==> src/rtl/wb_memory_router_if.sv <==
// Wishbone-style point-to-point bus bundle used for the master port and
// every slave port of the memory router. The master drives the request
// fields; the slave returns read data and acknowledge.
interface wb_memory_router_if #(
  parameter int unsigned BYTE_AMNT = 4
);

  localparam int unsigned DW = 8 * BYTE_AMNT;

  logic                 cyc;
  logic                 stb;
  logic                 we;
  logic [BYTE_AMNT-1:0] sel;
  logic [31:0]          adr;
  logic [DW-1:0]        dat_w;
  logic [DW-1:0]        dat_r;
  logic                 ack;

  modport master (
    output cyc, stb, we, sel, adr, dat_w,
    input  dat_r, ack
  );

  modport slave (
    input  cyc, stb, we, sel, adr, dat_w,
    output dat_r, ack
  );

endinterface : wb_memory_router_if

==> src/rtl/wb_memory_router.sv <==
// Single-master address decoder/router. Steers the core's bus cycle to
// exactly one of ROM, RAM, CSR memory (MTIME/MTIMECMP/MSIP) or UART 0 and
// returns that slave's data and acknowledge combinationally. Accesses to
// unmapped addresses and writes to ROM are terminated by a one-cycle error
// acknowledge with zero read data, so the core never stalls forever.
module wb_memory_router #(
  parameter int unsigned BYTE_AMNT     = 4,
  parameter logic [31:0] ROM_ADDR_INIT = 32'h0000_0000,
  parameter logic [31:0] ROM_ADDR_END  = 32'h00FF_FFFF,
  parameter logic [31:0] RAM_ADDR_INIT = 32'h0100_0000,
  parameter logic [31:0] RAM_ADDR_END  = 32'h04FF_FFFF,
  parameter logic [63:0] MTIME_ADDR    = 64'h0000_0000_3FFF_E000,
  parameter logic [63:0] MTIMECMP_ADDR = 64'h0000_0000_3FFF_F000,
  parameter logic [63:0] MSIP_ADDR     = 64'h0000_0000_4000_0000,
  parameter logic [31:0] UART_0_ADDR   = 32'h1001_3000
) (
  input logic                CLK_I,
  input logic                RST_I,
  wb_memory_router_if.slave  cpu,
  wb_memory_router_if.master rom,
  wb_memory_router_if.master ram,
  wb_memory_router_if.master csr_mem,
  wb_memory_router_if.master uart_0
);

  localparam int unsigned DW = 8 * BYTE_AMNT;

  // Inclusive window sizes minus one; a window match is
  // (addr - base) <= span, so addresses below the base wrap high and miss.
  localparam logic [31:0] ROM_SPAN      = ROM_ADDR_END - ROM_ADDR_INIT;
  localparam logic [31:0] RAM_SPAN      = RAM_ADDR_END - RAM_ADDR_INIT;
  localparam logic [31:0] UART_0_SPAN   = 32'd31;
  localparam logic [63:0] MTIME_SPAN    = 64'd7;
  localparam logic [63:0] MTIMECMP_SPAN = 64'd7;
  localparam logic [63:0] MSIP_SPAN     = 64'd3;

  typedef enum logic [2:0] {
    TGT_ERR  = 3'd0,
    TGT_ROM  = 3'd1,
    TGT_RAM  = 3'd2,
    TGT_CSR  = 3'd3,
    TGT_UART = 3'd4
  } target_e;

  logic [63:0]   adr64_s;
  logic          rom_hit_s;
  logic          ram_hit_s;
  logic          csr_hit_s;
  logic          uart_hit_s;
  target_e       target_s;
  logic [DW-1:0] slave_dat_s;
  logic          slave_ack_s;
  logic          err_hit_s;
  logic          err_ack_d;
  logic          err_ack_q;

  // Address window matching; CSR compares run on the zero-extended address.
  always_comb begin
    adr64_s    = {32'h0000_0000, cpu.adr};
    rom_hit_s  = ((cpu.adr - ROM_ADDR_INIT) <= ROM_SPAN);
    ram_hit_s  = ((cpu.adr - RAM_ADDR_INIT) <= RAM_SPAN);
    uart_hit_s = ((cpu.adr - UART_0_ADDR) <= UART_0_SPAN);
    csr_hit_s  = ((adr64_s - MTIME_ADDR) <= MTIME_SPAN)
              || ((adr64_s - MTIMECMP_ADDR) <= MTIMECMP_SPAN)
              || ((adr64_s - MSIP_ADDR) <= MSIP_SPAN);
  end

  // Priority resolution (CSR > UART > RAM > ROM); ROM writes fall to the error responder.
  always_comb begin
    target_s = TGT_ERR;
    if (csr_hit_s) begin
      target_s = TGT_CSR;
    end else if (uart_hit_s) begin
      target_s = TGT_UART;
    end else if (ram_hit_s) begin
      target_s = TGT_RAM;
    end else if (rom_hit_s && !cpu.we) begin
      target_s = TGT_ROM;
    end else begin
      target_s = TGT_ERR;
    end
  end

  // Steer cycle/strobe/write-enable to the selected slave and pick its response.
  always_comb begin
    rom.cyc     = 1'b0;
    rom.stb     = 1'b0;
    rom.we      = 1'b0;
    ram.cyc     = 1'b0;
    ram.stb     = 1'b0;
    ram.we      = 1'b0;
    csr_mem.cyc = 1'b0;
    csr_mem.stb = 1'b0;
    csr_mem.we  = 1'b0;
    uart_0.cyc  = 1'b0;
    uart_0.stb  = 1'b0;
    uart_0.we   = 1'b0;
    slave_dat_s = '0;
    slave_ack_s = 1'b0;
    case (target_s)
      TGT_ROM: begin
        rom.cyc     = cpu.cyc;
        rom.stb     = cpu.stb;
        slave_dat_s = rom.dat_r;
        slave_ack_s = rom.ack;
      end
      TGT_RAM: begin
        ram.cyc     = cpu.cyc;
        ram.stb     = cpu.stb;
        ram.we      = cpu.we;
        slave_dat_s = ram.dat_r;
        slave_ack_s = ram.ack;
      end
      TGT_CSR: begin
        csr_mem.cyc = cpu.cyc;
        csr_mem.stb = cpu.stb;
        csr_mem.we  = cpu.we;
        slave_dat_s = csr_mem.dat_r;
        slave_ack_s = csr_mem.ack;
      end
      TGT_UART: begin
        uart_0.cyc  = cpu.cyc;
        uart_0.stb  = cpu.stb;
        uart_0.we   = cpu.we;
        slave_dat_s = uart_0.dat_r;
        slave_ack_s = uart_0.ack;
      end
      default: begin
        slave_dat_s = '0;
        slave_ack_s = 1'b0;
      end
    endcase
  end

  // Address, write data and byte selects are passed unmodified to every slave;
  // slaves without byte lanes simply ignore sel.
  assign rom.adr       = cpu.adr;
  assign rom.dat_w     = cpu.dat_w;
  assign rom.sel       = cpu.sel;
  assign ram.adr       = cpu.adr;
  assign ram.dat_w     = cpu.dat_w;
  assign ram.sel       = cpu.sel;
  assign csr_mem.adr   = cpu.adr;
  assign csr_mem.dat_w = cpu.dat_w;
  assign csr_mem.sel   = cpu.sel;
  assign uart_0.adr    = cpu.adr;
  assign uart_0.dat_w  = cpu.dat_w;
  assign uart_0.sel    = cpu.sel;

  // Error responder next state: pulse once per strobed error access, never two cycles in a row.
  always_comb begin
    err_hit_s = cpu.cyc && cpu.stb && (target_s == TGT_ERR);
    if (err_ack_q) begin
      err_ack_d = 1'b0;
    end else begin
      err_ack_d = err_hit_s;
    end
  end

  // Error acknowledge register; reset drops any pending pulse immediately.
  always_ff @(posedge CLK_I or posedge RST_I) begin
    if (RST_I) begin
      err_ack_q <= 1'b0;
    end else begin
      err_ack_q <= err_ack_d;
    end
  end

  // Response to the master: zero data during an error ACK, no ACK outside a cycle.
  always_comb begin
    cpu.dat_r = slave_dat_s;
    cpu.ack   = 1'b0;
    if (err_ack_q) begin
      cpu.dat_r = '0;
    end else begin
      cpu.dat_r = slave_dat_s;
    end
    if (cpu.cyc) begin
      cpu.ack = slave_ack_s | err_ack_q;
    end else begin
      cpu.ack = 1'b0;
    end
  end

endmodule : wb_memory_router

==> src/flat_wrapper.sv <==
// flat-port wrapper written by rule: the top's interface ports become plain ports
module wb_memory_router_flat 
#(
  parameter int unsigned BYTE_AMNT     = 4,
  parameter logic [31:0] ROM_ADDR_INIT = 32'h0000_0000,
  parameter logic [31:0] ROM_ADDR_END  = 32'h00FF_FFFF,
  parameter logic [31:0] RAM_ADDR_INIT = 32'h0100_0000,
  parameter logic [31:0] RAM_ADDR_END  = 32'h04FF_FFFF,
  parameter logic [63:0] MTIME_ADDR    = 64'h0000_0000_3FFF_E000,
  parameter logic [63:0] MTIMECMP_ADDR = 64'h0000_0000_3FFF_F000,
  parameter logic [63:0] MSIP_ADDR     = 64'h0000_0000_4000_0000,
  parameter logic [31:0] UART_0_ADDR   = 32'h1001_3000
)
  (CLK_I, RST_I, cpu_cyc, cpu_stb, cpu_we, cpu_sel, cpu_adr, cpu_dat_w, cpu_dat_r, cpu_ack, rom_cyc, rom_stb, rom_we, rom_sel, rom_adr, rom_dat_w, rom_dat_r, rom_ack, ram_cyc, ram_stb, ram_we, ram_sel, ram_adr, ram_dat_w, ram_dat_r, ram_ack, csr_mem_cyc, csr_mem_stb, csr_mem_we, csr_mem_sel, csr_mem_adr, csr_mem_dat_w, csr_mem_dat_r, csr_mem_ack, uart_0_cyc, uart_0_stb, uart_0_we, uart_0_sel, uart_0_adr, uart_0_dat_w, uart_0_dat_r, uart_0_ack);
  wb_memory_router_if #(.BYTE_AMNT(BYTE_AMNT)) cpu_i ();
  wb_memory_router_if #(.BYTE_AMNT(BYTE_AMNT)) rom_i ();
  wb_memory_router_if #(.BYTE_AMNT(BYTE_AMNT)) ram_i ();
  wb_memory_router_if #(.BYTE_AMNT(BYTE_AMNT)) csr_mem_i ();
  wb_memory_router_if #(.BYTE_AMNT(BYTE_AMNT)) uart_0_i ();
  input logic CLK_I;
  input logic RST_I;
  input wire logic [$bits(cpu_i.cyc)-1:0] cpu_cyc;
  input wire logic [$bits(cpu_i.stb)-1:0] cpu_stb;
  input wire logic [$bits(cpu_i.we)-1:0] cpu_we;
  input wire logic [$bits(cpu_i.sel)-1:0] cpu_sel;
  input wire logic [$bits(cpu_i.adr)-1:0] cpu_adr;
  input wire logic [$bits(cpu_i.dat_w)-1:0] cpu_dat_w;
  output wire logic [$bits(cpu_i.dat_r)-1:0] cpu_dat_r;
  output wire logic [$bits(cpu_i.ack)-1:0] cpu_ack;
  output wire logic [$bits(rom_i.cyc)-1:0] rom_cyc;
  output wire logic [$bits(rom_i.stb)-1:0] rom_stb;
  output wire logic [$bits(rom_i.we)-1:0] rom_we;
  output wire logic [$bits(rom_i.sel)-1:0] rom_sel;
  output wire logic [$bits(rom_i.adr)-1:0] rom_adr;
  output wire logic [$bits(rom_i.dat_w)-1:0] rom_dat_w;
  input wire logic [$bits(rom_i.dat_r)-1:0] rom_dat_r;
  input wire logic [$bits(rom_i.ack)-1:0] rom_ack;
  output wire logic [$bits(ram_i.cyc)-1:0] ram_cyc;
  output wire logic [$bits(ram_i.stb)-1:0] ram_stb;
  output wire logic [$bits(ram_i.we)-1:0] ram_we;
  output wire logic [$bits(ram_i.sel)-1:0] ram_sel;
  output wire logic [$bits(ram_i.adr)-1:0] ram_adr;
  output wire logic [$bits(ram_i.dat_w)-1:0] ram_dat_w;
  input wire logic [$bits(ram_i.dat_r)-1:0] ram_dat_r;
  input wire logic [$bits(ram_i.ack)-1:0] ram_ack;
  output wire logic [$bits(csr_mem_i.cyc)-1:0] csr_mem_cyc;
  output wire logic [$bits(csr_mem_i.stb)-1:0] csr_mem_stb;
  output wire logic [$bits(csr_mem_i.we)-1:0] csr_mem_we;
  output wire logic [$bits(csr_mem_i.sel)-1:0] csr_mem_sel;
  output wire logic [$bits(csr_mem_i.adr)-1:0] csr_mem_adr;
  output wire logic [$bits(csr_mem_i.dat_w)-1:0] csr_mem_dat_w;
  input wire logic [$bits(csr_mem_i.dat_r)-1:0] csr_mem_dat_r;
  input wire logic [$bits(csr_mem_i.ack)-1:0] csr_mem_ack;
  output wire logic [$bits(uart_0_i.cyc)-1:0] uart_0_cyc;
  output wire logic [$bits(uart_0_i.stb)-1:0] uart_0_stb;
  output wire logic [$bits(uart_0_i.we)-1:0] uart_0_we;
  output wire logic [$bits(uart_0_i.sel)-1:0] uart_0_sel;
  output wire logic [$bits(uart_0_i.adr)-1:0] uart_0_adr;
  output wire logic [$bits(uart_0_i.dat_w)-1:0] uart_0_dat_w;
  input wire logic [$bits(uart_0_i.dat_r)-1:0] uart_0_dat_r;
  input wire logic [$bits(uart_0_i.ack)-1:0] uart_0_ack;
  assign cpu_i.cyc = cpu_cyc;
  assign cpu_i.stb = cpu_stb;
  assign cpu_i.we = cpu_we;
  assign cpu_i.sel = cpu_sel;
  assign cpu_i.adr = cpu_adr;
  assign cpu_i.dat_w = cpu_dat_w;
  assign cpu_dat_r = cpu_i.dat_r;
  assign cpu_ack = cpu_i.ack;
  assign rom_cyc = rom_i.cyc;
  assign rom_stb = rom_i.stb;
  assign rom_we = rom_i.we;
  assign rom_sel = rom_i.sel;
  assign rom_adr = rom_i.adr;
  assign rom_dat_w = rom_i.dat_w;
  assign rom_i.dat_r = rom_dat_r;
  assign rom_i.ack = rom_ack;
  assign ram_cyc = ram_i.cyc;
  assign ram_stb = ram_i.stb;
  assign ram_we = ram_i.we;
  assign ram_sel = ram_i.sel;
  assign ram_adr = ram_i.adr;
  assign ram_dat_w = ram_i.dat_w;
  assign ram_i.dat_r = ram_dat_r;
  assign ram_i.ack = ram_ack;
  assign csr_mem_cyc = csr_mem_i.cyc;
  assign csr_mem_stb = csr_mem_i.stb;
  assign csr_mem_we = csr_mem_i.we;
  assign csr_mem_sel = csr_mem_i.sel;
  assign csr_mem_adr = csr_mem_i.adr;
  assign csr_mem_dat_w = csr_mem_i.dat_w;
  assign csr_mem_i.dat_r = csr_mem_dat_r;
  assign csr_mem_i.ack = csr_mem_ack;
  assign uart_0_cyc = uart_0_i.cyc;
  assign uart_0_stb = uart_0_i.stb;
  assign uart_0_we = uart_0_i.we;
  assign uart_0_sel = uart_0_i.sel;
  assign uart_0_adr = uart_0_i.adr;
  assign uart_0_dat_w = uart_0_i.dat_w;
  assign uart_0_i.dat_r = uart_0_dat_r;
  assign uart_0_i.ack = uart_0_ack;
  wb_memory_router #(.BYTE_AMNT(BYTE_AMNT), .ROM_ADDR_INIT(ROM_ADDR_INIT), .ROM_ADDR_END(ROM_ADDR_END), .RAM_ADDR_INIT(RAM_ADDR_INIT), .RAM_ADDR_END(RAM_ADDR_END), .MTIME_ADDR(MTIME_ADDR), .MTIMECMP_ADDR(MTIMECMP_ADDR), .MSIP_ADDR(MSIP_ADDR), .UART_0_ADDR(UART_0_ADDR)) u_core (.CLK_I(CLK_I), .RST_I(RST_I), .cpu(cpu_i), .rom(rom_i), .ram(ram_i), .csr_mem(csr_mem_i), .uart_0(uart_0_i));
endmodule
==> config.mk <==
export PLATFORM = sky130hd
export DESIGN_NAME = wb_memory_router_flat
export DESIGN_NICKNAME = d
export VERILOG_FILES = /design/src/rtl/wb_memory_router_if.sv /design/src/rtl/wb_memory_router.sv /design/src/flat_wrapper.sv
export SDC_FILE = /design/constraint.sdc
export NUM_CORES = 1
export LEC_CHECK = 0
export BUFFER_PORTS_ARGS = -buffer_cell sky130_fd_sc_hd__clkbuf_2
export CAP_MARGIN = 20
export CORE_AREA = 2 2 202 204
export DETAILED_ROUTE_END_ITERATION = 8
export DIE_AREA = 0 0 204 206
export HOLD_SLACK_MARGIN = 0.03
export SLEW_MARGIN = 20
export SYNTH_ARGS = -nofsm -noshare
export SYNTH_HDL_FRONTEND = slang
export SYNTH_SLANG_ARGS = --single-unit
export TNS_END_PERCENT = 5
==> constraint.sdc <==
create_clock -name CLK_I -period 3.75 [get_ports CLK_I]
set_input_delay 0.1875 -clock CLK_I [delete_from_list [all_inputs] [get_ports CLK_I]]
set_output_delay 0.1875 -clock CLK_I [all_outputs]
set_load 0.05 [all_outputs]
# ---- Yosys cells after proc, flatten, opt, wreduce, memory -nomap -nowiden
# Cells that the tools add are included.
dict set report classes {
  addsub 5
  eq_ne 4
  reduce_logical 7
  bitwise_logic 1
  n_lt_le_gt_ge 6
  mux 20
}
# operator n
set ops {}
lappend ops {{$le A64 B3 Y1 const B} 2}
lappend ops {{$pmux W32 S4} 1}
lappend ops {{$sub A32 B30 Y33 const B} 2}
lappend ops {{$le A64 B2 Y1 const B} 1}
lappend ops {{$sub A32 B31 Y33 const B} 1}
lappend ops {{$le A32 B24 Y1 const B} 1}
lappend ops {{$le A32 B26 Y1 const B} 1}
lappend ops {{$le A32 B5 Y1 const B} 1}
lappend ops {{$mux W32} 1}
lappend ops {{$sub A32 B25 Y32 const B} 1}
lappend ops {{$sub A32 B29 Y32 const B} 1}
lappend ops {{$mux W1} 14}
lappend ops {{$mux W3} 3}
lappend ops {{$eq A3 B2 Y1 const B} 2}
lappend ops {{$pmux W1 S4} 1}
lappend ops {{$eq A3 B1 Y1 const B} 1}
lappend ops {{$eq A3 B3 Y1 const B} 1}
lappend ops {{$logic_and A1 B1 Y1} 3}
lappend ops {{$logic_not A3 Y1} 1}
lappend ops {{$logic_or A1 B1 Y1} 2}
lappend ops {{$logic_not A1 Y1} 1}
lappend ops {{$or A1 B1 Y1} 1}
dict set report totals {
  wordCells 44
  ff_bits 1
  output_inout_bits 317
  in_bits 205
}

# ---- Logic depth before layout (Yosys ltp)
dict set report depth {
  depth_word 10
  mapped_depth 11
  depth_no_buf 10
}

# ---- Least setup slack after synthesis
# Ideal clock, no wire load.
dict set report synth_path {
  path_kind {input-to-output}
  from {input cpu_adr[14]}
  to {output cpu_ack}
  path_buffers 2
  path_stages 11
  required_time_ps 3562
  path_slack_ps 109
  t_arrival_ps 3454
  path_cell_list {clkbuf_1 -> inv_1 -> ha_1 -> a211o_1 -> a211o_1 -> a21boi_0 -> o21ai_0 -> nor4b_2 -> clkbuf_1 -> nand2_1 -> a31oi_1}
}
dict set report synth_via {
  elab_chain_cells 10
  word_cells_on_any_way 25
  cone_classes {add/sub: 5; order compare: 6; eq/ne: 4; mux: 6; bitwise: 1; reduce/logical: 3}
}
# element line
set synth_lines {}
lappend synth_lines {{start, declared} flat_wrapper.sv:26} ;# input wire logic [$bits(cpu_i.adr)-1:0] cpu_adr;
lappend synth_lines {{parallel branches: the longest is 5 deep, another holds $le A64 B3 Y1} --}
lappend synth_lines {{$mux W3 *} wb_memory_router.sv:71} ;# if (csr_hit_s) begin
lappend synth_lines {{$eq A3 B3 Y1 (tied with other cells)} wb_memory_router.sv:100} ;# case (target_s)
lappend synth_lines {{$pmux W1 S4 *} wb_memory_router.sv:100}
lappend synth_lines {{$or A1 B1 Y1 *} wb_memory_router.sv:179} ;# cpu.ack = slave_ack_s | err_ack_q;
lappend synth_lines {{$mux W1 *} wb_memory_router.sv:178} ;# if (cpu.cyc) begin
lappend synth_lines {{end, declared} flat_wrapper.sv:29} ;# output wire logic [$bits(cpu_i.ack)-1:0] cpu_ack;
# Every way passes the cells marked *.

# ---- Worst setup path in the final report
dict set report layout_path {
  from {input cpu_adr[13]}
  to {output cpu_dat_r[3]}
}
dict set report layout_via {
  elab_chain_cells 9
  word_cells_on_any_way 24
  cone_classes {add/sub: 5; order compare: 6; eq/ne: 4; mux: 6; reduce/logical: 3}
}
# element line
set layout_lines {}
lappend layout_lines {{parallel branches: the longest is 5 deep, another holds $le A64 B3 Y1} --}
lappend layout_lines {{$mux W3 *} wb_memory_router.sv:71}
lappend layout_lines {{$eq A3 B3 Y1 (tied with other cells)} wb_memory_router.sv:100}
lappend layout_lines {{$pmux W32 S4 *} wb_memory_router.sv:100}
lappend layout_lines {{$mux W32 *} wb_memory_router.sv:173} ;# if (err_ack_q) begin
lappend layout_lines {{end, declared} flat_wrapper.sv:28} ;# output wire logic [$bits(cpu_i.dat_r)-1:0] cpu_dat_r;
# Marked as above.

==> flow_metrics.py <==
metrics = {
    "run_status": {
        "status": "finished clean",
    },
    "sta": {
        "worstMarginPinSlew_ps": 775.4,
        "finClkSkew_ps": 0,
        "finalCritPeriodShare": 0.9099,
        "fmax_mhz": 293.1,
        "rsz0062_at_grt": "no",
        "fin_hold_ws_ps": 375.0,
        "hold_viol": 0,
        "max-slew-margin-rel": 0.4831,
        "tns_ps": 0,
        "finalSetupViolCount": 0,
        "min_period_ps": 3412,
        "drv_slew": 0,
    },
    "placement": {
        "hpwl_mm": 15.73,
        "port_buffers": 330,
        "globalplace.congestion": 0.8258,
    },
    "cells_and_area": {
        "layout_common_cells": "317 x clkbuf_2, 33 x a21oi_1, 31 x o2bb2ai_1",
        "largest_register_ffs": 1,
        "fin_nets": 884,
        "antenna_cells": 0,
        "top_regs": "u_core.err_ack_q (1)",
        "drive_gt1_frac": 0.5467,
        "final_common_cell": "clkbuf_2",
        "area_growth_pct": 12.93,
        "max_flop_register": "u_core.err_ack_q",
    },
    "logic_synthesis": {
        "synth_edf_count": 0,
        "syn_area_per_cell_um2": 6.990,
        "synth-main-ff-cell": "dfrtp_1",
        "synthArstFlopShare": 1.000,
        "ys_warn_count": 0,
        "synth_seq_cells": 1,
        "synth.distinct_cells": 64,
        "synth_cells": 626,
        "yosysSeqAreaShare": 0.005719,
        "synth_nets": 833,
        "syn_area_mm2": 0.004375,
    },
    "global_routing": {
        "track_usage": 0.07462,
        "overflow": 0,
        "grt_max_degree": 38,
        "grt_pass1_wl_mm": 23.89,
        "antenna_found_initial": 1,
        "grt_pass1_vias": 3551,
    },
    "setup_path": {
        "critPathRequiredTime_ps": 3560,
        "worst_path_most_repeated_cell": "clkbuf_2",
        "crit_arrival_ps": 3220,
        "slowest_delay_ps": 580,
        "critPathSlowestCell": "or4_4",
        "critPathKind": "in -> out",
        "cp_cell_sequence": "clkbuf_2 > ha_1 > nand2_1 > or4_4 > o21bai_2 > xnor2_1 > or4_1 > or2_4 > a31oi_4 > buf_12 > a2bb2oi_1 > clkbuf_2",
        "cp-start-kind": "input port",
        "endpoint_kind": "primary output",
        "worst-r2r-cell-count": 3,
        "path_buf_inv": 3,
        "worstPathMaxFanout": 31,
        "critPathTopFamily": "simple AND/OR/NAND/NOR gates",
        "cp_num_cells": 12,
    },
    "detailed_routing": {
        "firstDrtPassIters": 5,
        "drc": 0,
        "post_drt_wl_per_cell_um": 15.20,
        "postRouteAntennaNets": 0,
        "wirelength_mm": 18.35,
        "drt-initial-drc-count": 284,
        "via_per_inst": 3.732,
        "num_vias": 4505,
    },
    "floorplan": {
        "io_pins": 522,
        "initial_utilization": 0.1089,
        "die_y_um": 206,
        "die_w_um": 204,
        "rows": 74,
        "core-area_mm2": 0.04018,
        "die_area_mm2": 0.04202,
    },
    "hold_path": {
        "holdPathStages": 0,
        "hold_path_class": "in -> out",
    },
    "power_and_ir_drop": {
        "p_per_area_mw_per_mm2": 122.1,
        "ir_drop_mv": 0.07235,
        "p_leak_uw": 0.002281,
    },
    "clock_tree": {
        "worstSkewPairLatency_ps": 0,
        "cts_setup_buffers": 0,
    },
    "job": {
        "maxCapViolCount": 0,
    },
}
==> repair_timing <==
item | in CTS | in global routing
gates resized for setup | 0 | 0
hold buffers | 1 | 0
hold endpoints to repair | 1 | 0
==> cell usage after synthesis, types with 3 or more instances <==
library cell | count | area share
a211o_1 | 3 | 0.0060
a21oi_1 | 33 | 0.038
a22o_1 | 30 | 0.060
a22oi_1 | 4 | 0.0069
a31oi_1 | 6 | 0.0086
and2_1 | 13 | 0.019
and3_1 | 3 | 0.0043
and4_1 | 6 | 0.012
buf_4 | 275 | 0.47
buf_6 | 3 | 0.0077
clkbuf_1 | 28 | 0.024
inv_1 | 11 | 0.0094
mux2i_1 | 5 | 0.011
nand2_1 | 20 | 0.017
nand2b_1 | 4 | 0.0057
nand3_1 | 11 | 0.013
nand4_1 | 15 | 0.021
nor2_1 | 20 | 0.017
nor3_1 | 17 | 0.019
nor4_1 | 14 | 0.020
o21ai_0 | 12 | 0.014
o2bb2ai_1 | 31 | 0.062
xnor2_1 | 9 | 0.018
==> through the flow <==
| step | util | worst slack (ps) | cell area (um2) | cells | total power [uW] |
|---|---|---|---|---|---|
| after detailed placement | 0.1227 | 328.2 | 4931 | 1206 | 604.5 |
| final | 0.1230 | 337.9 | 4941 | 1207 | 603.1 |
| after global routing | 0.1230 | 88.35 | 4941 | 1207 | 634.8 |
| after floorplan | - | 108.6 | 4375 | 626 | 903.6 |
| after CTS | 0.1230 | 324.3 | 4941 | 1207 | 607.2 |
| after global placement | 0.1227 | 335.2 | 4931 | 1206 | 601.4 |
==> report_power, final <==
part / leakage [uW] / switching, uW / internal [uW] / total [uW]
registers: 0.0000131 / 4.34 / 11.5 / 15.9
clock network: 0 / 0 / 0 / 0
logic: 0.00227 / 428 / 159 / 587
==> path summary, 6_finish.rpt <==
path	from	endpoint	slack (ps)
min in group asynchronous	RST_I	u_core.err_ack_q	570
min	cpu_dat_w[13]	ram_dat_w[13]	380
max	cpu_adr[13]	cpu_dat_r[3]	340
min reg2reg	u_core.err_ack_q	u_core.err_ack_q	1490
max in group asynchronous	RST_I	u_core.err_ack_q	3090
max reg2reg	u_core.err_ack_q	u_core.err_ack_q	2060
==> per-layer routing <==
metal / part of all wire / GRT usage / vias to the layer above / wire, um
li1: - / - / 2057 / -
met1: 0.40 / 0.1003 / 2075 / 7423
met2: 0.47 / 0.1178 / 320 / 8534
met3: 0.10 / 0.01845 / 51 / 1845
met4: 0.029 / 0.02096 / 2 / 530
met5: 0.00071 / 0 / - / 13
==> cell families (layout without fill, tap and decap cells) <==
group,count (synthesis),in the layout,share of synthesized area
other,1,1,0.0008571
multiplexers,6,6,0.01401
AND/OR/NAND/NOR,141,141,0.1862
XOR/XNOR,11,11,0.02202
adder cells (fa/ha/maj),2,2,0.005718
buffers and inverters,320,369,0.5159
flip-flops,1,1,0.005718
AO/OA/AOI/OAI,144,144,0.2496
==> area by class of cell <==
class	instances	area, um2
flip-flops and latches	1	25.02
inverters	11	41.29
fillers	4732	35240
multi-input cells	305	2112
well taps	532	665.6
repair buffers	358	2097
Power figures use the tool's default switching activity.
